File: config.mk
export PLATFORM = sky130hd
export DESIGN_NAME = mem_arbiter
export DESIGN_NICKNAME = d
export VERILOG_FILES = /design/src/rtl/cpu_types_pkg.sv /design/src/rtl/mem_arbiter_rr_picker.sv /design/src/rtl/mem_arbiter.sv
export SDC_FILE = /design/constraint.sdc
export NUM_CORES = 1
export LEC_CHECK = 0
export BUFFER_PORTS_ARGS = -buffer_cell sky130_fd_sc_hd__buf_4
export CAP_MARGIN = 20
export CORE_AREA = 5 5 167 169
export CTS_BUF_LIST = sky130_fd_sc_hd__clkbuf_8
export DETAILED_ROUTE_END_ITERATION = 12
export DIE_AREA = 0 0 172 174
export PLACE_DENSITY = 0.57
export SYNTH_ARGS = -nofsm -noshare
export SYNTH_HDL_FRONTEND = slang
export SYNTH_SLANG_ARGS = --single-unit
File: constraint.sdc
create_clock -name CLK -period 2 [get_ports CLK]
set_clock_uncertainty 0.1 [all_clocks]
set_input_delay 0.2 -clock CLK [delete_from_list [all_inputs] [get_ports CLK]]
set_output_delay 0.2 -clock CLK [all_outputs]
set_load 0.01 [all_outputs]
File: src/rtl/cpu_types_pkg.sv
// Shared types for the memory arbiter: RAM handshake states, arbiter states
// and the two-way round-robin helper used by the request picker.
package cpu_types_pkg;

    typedef logic [31:0] word_t;

    typedef enum logic [1:0] {
        FREE   = 2'd0,
        BUSY   = 2'd1,
        ACCESS = 2'd2,
        ERROR  = 2'd3
    } ramstate_t;

    // Prefixed so the arbiter's BUSY does not collide with the RAM's BUSY.
    typedef enum logic {
        ARB_IDLE = 1'b0,
        ARB_BUSY = 1'b1
    } arb_state_t;

    // Source order: core0 data, core1 data, core0 instr, core1 instr.
    localparam int NSRC = 4;

    function automatic logic [1:0] pick2(input logic [1:0] req, input logic ptr);
        logic [1:0] g;
        g = 2'b00;
        if (req[ptr]) begin
            g[ptr] = 1'b1;
        end else if (req[~ptr]) begin
            g[~ptr] = 1'b1;
        end else begin
            g = 2'b00;
        end
        return g;
    endfunction

endpackage

File: src/rtl/mem_arbiter_rr_picker.sv
// Combinational winner selection: data beats instruction, and within a class
// the core named by the round-robin pointer wins a tie.
module rr_picker
    import cpu_types_pkg::*;
(
    input  logic [NSRC-1:0] req,
    input  logic [1:0]      dwen,
    input  logic            rr_ptr,
    output logic [NSRC-1:0] grant,
    output logic            write
);

    // Class priority then round-robin within the class.
    always_comb begin
        grant = 4'b0000;
        if (|req[1:0]) begin
            grant = {2'b00, pick2(req[1:0], rr_ptr)};
        end else if (|req[3:2]) begin
            grant = {pick2(req[3:2], rr_ptr), 2'b00};
        end else begin
            grant = 4'b0000;
        end
        write = |(grant[1:0] & dwen);
    end

endmodule

File: src/rtl/mem_arbiter.sv
// Two-core memory arbiter: grants one of four request streams to the single
// RAM port and holds it until ACCESS, ERROR, abort or watchdog expiry.
module mem_arbiter
    import cpu_types_pkg::*;
#(
    parameter int NCORES  = 2,
    parameter int TIMEOUT = 64
) (
    input  logic                 CLK,
    input  logic                 nRST,
    input  logic  [NCORES-1:0]   iREN,
    input  word_t [NCORES-1:0]   iaddr,
    input  logic  [NCORES-1:0]   dREN,
    input  logic  [NCORES-1:0]   dWEN,
    input  word_t [NCORES-1:0]   daddr,
    input  word_t [NCORES-1:0]   dstore,
    output logic  [NCORES-1:0]   iwait,
    output logic  [NCORES-1:0]   dwait,
    output word_t [NCORES-1:0]   iload,
    output word_t [NCORES-1:0]   dload,
    output logic                 ramREN,
    output logic                 ramWEN,
    output word_t                ramaddr,
    output word_t                ramstore,
    input  word_t                ramload,
    input  ramstate_t            ramstate,
    output logic                 timeout_err
);

    if (NCORES != 2) begin : g_ncores_check
        $error("mem_arbiter supports only NCORES = 2");
    end

    localparam int TW = $clog2(TIMEOUT + 1);

    arb_state_t      state_r, state_nxt_s;
    logic            rr_ptr_r, rr_ptr_nxt_s;
    logic [TW-1:0]   timer_r, timer_nxt_s;
    logic            timeout_err_r, timeout_err_nxt_s;
    logic [NSRC-1:0] grant_r, grant_nxt_s;
    word_t           addr_r, addr_nxt_s;
    word_t           store_r, store_nxt_s;
    logic            write_r, write_nxt_s;

    logic [NSRC-1:0] req_s, pick_grant_s, done_s;
    logic            pick_write_s, live_s, complete_s, busy_s;
    word_t           pick_addr_s, pick_store_s;

    assign req_s  = {iREN[1], iREN[0], dREN[1] | dWEN[1], dREN[0] | dWEN[0]};
    assign live_s = |(grant_r & req_s);
    assign busy_s = (state_r == ARB_BUSY);

    rr_picker u_picker (
        .req    (req_s),
        .dwen   (dWEN[1:0]),
        .rr_ptr (rr_ptr_r),
        .grant  (pick_grant_s),
        .write  (pick_write_s)
    );

    // Address and store value belonging to the picked source.
    always_comb begin
        pick_addr_s  = 32'h0000_0000;
        pick_store_s = 32'h0000_0000;
        case (pick_grant_s)
            4'b0001: begin pick_addr_s = daddr[0]; pick_store_s = dstore[0]; end
            4'b0010: begin pick_addr_s = daddr[1]; pick_store_s = dstore[1]; end
            4'b0100: begin pick_addr_s = iaddr[0]; end
            4'b1000: begin pick_addr_s = iaddr[1]; end
            default: begin pick_addr_s = 32'h0000_0000; pick_store_s = 32'h0000_0000; end
        endcase
    end

    // Next-state logic: latch a winner in IDLE, resolve the transaction in BUSY.
    always_comb begin
        state_nxt_s       = state_r;
        rr_ptr_nxt_s      = rr_ptr_r;
        timer_nxt_s       = timer_r;
        timeout_err_nxt_s = timeout_err_r;
        grant_nxt_s       = grant_r;
        addr_nxt_s        = addr_r;
        store_nxt_s       = store_r;
        write_nxt_s       = write_r;
        complete_s        = 1'b0;
        case (state_r)
            ARB_IDLE: begin
                if (|req_s) begin
                    grant_nxt_s = pick_grant_s;
                    addr_nxt_s  = pick_addr_s;
                    store_nxt_s = pick_store_s;
                    write_nxt_s = pick_write_s;
                    timer_nxt_s = {TW{1'b0}};
                    state_nxt_s = ARB_BUSY;
                end else begin
                    state_nxt_s = ARB_IDLE;
                end
            end
            ARB_BUSY: begin
                timer_nxt_s = timer_r + TW'(1);
                // A dropped enable is an abort even if the RAM answers now.
                if (!live_s) begin
                    state_nxt_s = ARB_IDLE;
                    timer_nxt_s = {TW{1'b0}};
                end else if (ramstate == ACCESS) begin
                    complete_s   = 1'b1;
                    rr_ptr_nxt_s = ~rr_ptr_r;
                    state_nxt_s  = ARB_IDLE;
                    timer_nxt_s  = {TW{1'b0}};
                end else if (ramstate == ERROR) begin
                    state_nxt_s = ARB_IDLE;
                    timer_nxt_s = {TW{1'b0}};
                end else if (timer_r == TW'(TIMEOUT - 1)) begin
                    state_nxt_s       = ARB_IDLE;
                    timeout_err_nxt_s = 1'b1;
                    timer_nxt_s       = {TW{1'b0}};
                end else begin
                    state_nxt_s = ARB_BUSY;
                end
            end
            default: begin
                state_nxt_s = ARB_IDLE;
                timer_nxt_s = {TW{1'b0}};
            end
        endcase
    end

    // State registers with synchronous active-low reset.
    always_ff @(posedge CLK) begin
        if (!nRST) begin
            state_r       <= ARB_IDLE;
            rr_ptr_r      <= 1'b0;
            timer_r       <= {TW{1'b0}};
            timeout_err_r <= 1'b0;
            grant_r       <= 4'b0000;
            addr_r        <= 32'h0000_0000;
            store_r       <= 32'h0000_0000;
            write_r       <= 1'b0;
        end else begin
            state_r       <= state_nxt_s;
            rr_ptr_r      <= rr_ptr_nxt_s;
            timer_r       <= timer_nxt_s;
            timeout_err_r <= timeout_err_nxt_s;
            grant_r       <= grant_nxt_s;
            addr_r        <= addr_nxt_s;
            store_r       <= store_nxt_s;
            write_r       <= write_nxt_s;
        end
    end

    // RAM port driven only in BUSY; waits and loads released on completion.
    always_comb begin
        ramREN      = busy_s & ~write_r;
        ramWEN      = busy_s & write_r;
        ramaddr     = busy_s ? addr_r : 32'h0000_0000;
        ramstore    = busy_s ? store_r : 32'h0000_0000;
        done_s      = complete_s ? grant_r : 4'b0000;
        dwait       = req_s[1:0] & ~done_s[1:0];
        iwait       = iREN & ~done_s[3:2];
        dload[0]    = done_s[0] ? ramload : 32'h0000_0000;
        dload[1]    = done_s[1] ? ramload : 32'h0000_0000;
        iload[0]    = done_s[2] ? ramload : 32'h0000_0000;
        iload[1]    = done_s[3] ? ramload : 32'h0000_0000;
        timeout_err = timeout_err_r;
    end

endmodule
==> impl_metrics.json <==
{
  "die_area_sq_um": 29930,
  "grt-ovfl-total": 0,
  "synth_area_per_cell_sq_um": 7.739,
  "finalHoldViolations": 0,
  "hpwl_um": 20840,
  "post-route-min-period_ns": 2.341,
  "fin_crit_sh_pct": 117.1,
  "cts_buffers": 9,
  "fillers": 2652,
  "yosys_warnings": 0,
  "setup_violations": 132,
  "tightest_slew_ns": 0.5096,
  "via_per_inst": 4.794,
  "num_io_pins": 433,
  "synth.net_count": 889,
  "clkSlewWorstSetupHoldPaths_ns": 0.10,
  "leakage_uw": 0.004844,
  "clock_latency_ns": 0.37,
  "rsz0062_at_grt": "true",
  "std_cell_rows": 60,
  "crit_required_ns": 1.70,
  "drtAntennaViolNets": 0,
  "grt_antenna_before_repair": 2,
  "clock_sinks": 79,
  "violations": "negative setup slack",
  "syn_area_sq_um": 5061,
  "fin_util_pct": 39.47,
  "drtIter0Drc": 358,
  "synth_top_area_share_pct": 31.25,
  "num-nets-final": 1337,
  "grt_pass1_wl_um": 40630,
  "seqCellArea_sq_um": 1588,
  "drv_cap": 0,
  "synth.ff_latch_count": 79,
  "multi_input_area_sq_um": 3557,
  "mostFrequentLayoutCells": "buf_4 (352), buf_6 (114), and2_4 (104), and2_1 (90), dfxtp_1 (76)",
  "core_area_sq_um": 26430,
  "path_class": "flip-flop to output pin",
  "die_h_um": 174,
  "drv_slew": 0,
  "wl_um": 30480,
  "clockBufferDepth": 2,
  "synth-edff-count": 0,
  "place_congestion": 0.7908,
  "outcome": "finished with violations",
  "layout_commonest_cell": "buf_4",
  "initial_utilization_pct": 19.15,
  "drc_errors": 0,
  "cts-root-buf": "clkbuf_8",
  "path_max_fanout": 9,
  "crit_path_end_kind": "output pin",
  "synth.area.top_cells": "dfxtp_1 (31%), and2_1 (24%), a22oi_1 (7.0%), a221oi_1 (5.5%), clkbuf_1 (3.7%)",
  "ys_seq_area_share_pct": 31.25,
  "synth-main-ff-cell": "dfxtp_1",
  "async_flop_share_pct": 0,
  "netlist-cell-type-count": 41,
  "slew_headroom_pct": 66.03,
  "ir_drop_uv": 367.6,
  "dp_slack_ns": -0.2367,
  "io_buffers": 432,
  "grt_pass1_vias": 6865,
  "num_vias": 6951,
  "syn_inst": 654,
  "grt_max_degree": 68,
  "cts_tree": "yes",
  "synth_area_leader_cell": "dfxtp_1",
  "setup_ws_ns": -0.3414,
  "die-width_um": 172,
  "syn_to_final_growth_pct": 106.1,
  "track_usage_pct": 17.57,
  "drt_pass1_iterations": 6,
  "crit_path_start_kind": "flip-flop",
  "wl_per_cell_um": 21.02,
  "h-tree-depth": 3,
  "fmax_mhz": 427.1,
  "hold_path.class": "primary input to flip-flop",
  "drive_gt1_share_pct": 57.09,
  "worstPathArrival_ns": 2.04,
  "power_density_nw_per_um2": 431.5
}
cells by family after synthesis:
kind of cell / share of synthesized area, %
AOI/OAI and AO/OA: 27.02
and+or+nand+nor: 35.62
adders and majority gates: 0.2472
DFF: 31.25
buffers and inverters: 5.859
per-stage QoR:
stage | cell area [sq um] | std cells | power (uW) | setup TNS, ns | hold slack (ns)
floorplan | 5061 | 654 | 2301 | 0 | 0.3049
global placement | 8900 | 1394 | 3054 | -4.572 | 0.3513
detailed placement | 8900 | 1394 | 3062 | -8.336 | 0.3565
CTS | 9515 | 1433 | 4559 | -36.74 | 0.0009346
global route | 10430 | 1450 | 4758 | -46.21 | 0.01328
finish | 10430 | 1450 | 4501 | -33.61 | 0.03571
worst max-delay path, stage by stage (launching register included):
cell and delay, ns:
dfxtp_4 0.38, inv_2 0.04, o221a_4 0.29, buf_12 0.14, nor3b_4 0.19, buf_6 0.19
buf_12 0.15, and2_1 0.16, buf_4 0.14
sequential cells by signal, summed over array words and instances, names as in the netlist:
name and count:
busy_s 1, grant_r 4, write_r 1, store_r 32
timer_r 7, addr_r 32, rr_ptr_r 1, timeout_err 1
synthesized netlist by cell type (5+ instances only):
library cell / number
a222oi_1: 9
a22oi_1: 47
nor2_1: 39
clkbuf_1: 50
dfxtp_1: 79
o21ai_0: 33
a31oi_1: 24
nor3_1: 34
and2_1: 194
a21oi_1: 23
a221oi_1: 32
nand2_1: 19
buf_2: 15
nand2b_1: 5
a32o_1: 9
path summary, 6_finish.rpt:
check                                from                        to  slack, ns  cells past startpoint
setup reg to reg        busy_s$_SDFF_PN0_   timer_r[3]$_SDFFE_PN0P_       0.15                      6
hold / removal                 dstore[21]  store_r[21]$_SDFFE_PN0P_       0.04                      3
setup / recovery        busy_s$_SDFF_PN0_                 dload[38]      -0.34                      8
hold reg to reg   timer_r[6]$_SDFFE_PN0P_   timer_r[6]$_SDFFE_PN0P_       0.37                      1
what timing repair did:
item,CTS,global route
buffers inserted,6,7
hold buffers,14,0
endpoints found under the hold margin,8,0
pin swaps,13,91
endpoints found under the setup margin,197,133
cloned,3,10
gates resized for setup,33,208
routing by layer:
layer / track usage, % / wire length [um] / share of wire (%)
met1: 19.73 / 11100 / 36
met2: 31.82 / 15710 / 52
met3: 4.935 / 2807 / 9.2
met4: 5.437 / 862 / 2.8
met5: 0 / 0 / 0
cell type report:
class | count | area share (%)
Inverter | 3 | 0.1080
Antenna cell | 2 | 0.04798
Clock buffer | 10 | 1.320
Timing Repair Buffer | 505 | 44.24
Multi-Input combinational cell | 504 | 34.11
Clock inverter | 6 | 0.8637
Tap cell | 341 | 4.091
Sequential cell | 79 | 15.22
power by group:
group | switching (uW) | internal [uW] | total [uW]
Combinational | 624 | 704 | 1330
Sequential | 57.8 | 1710 | 1770
Clock | 660 | 748 | 1410
Note: power is estimated with default switching activity, not from simulation.
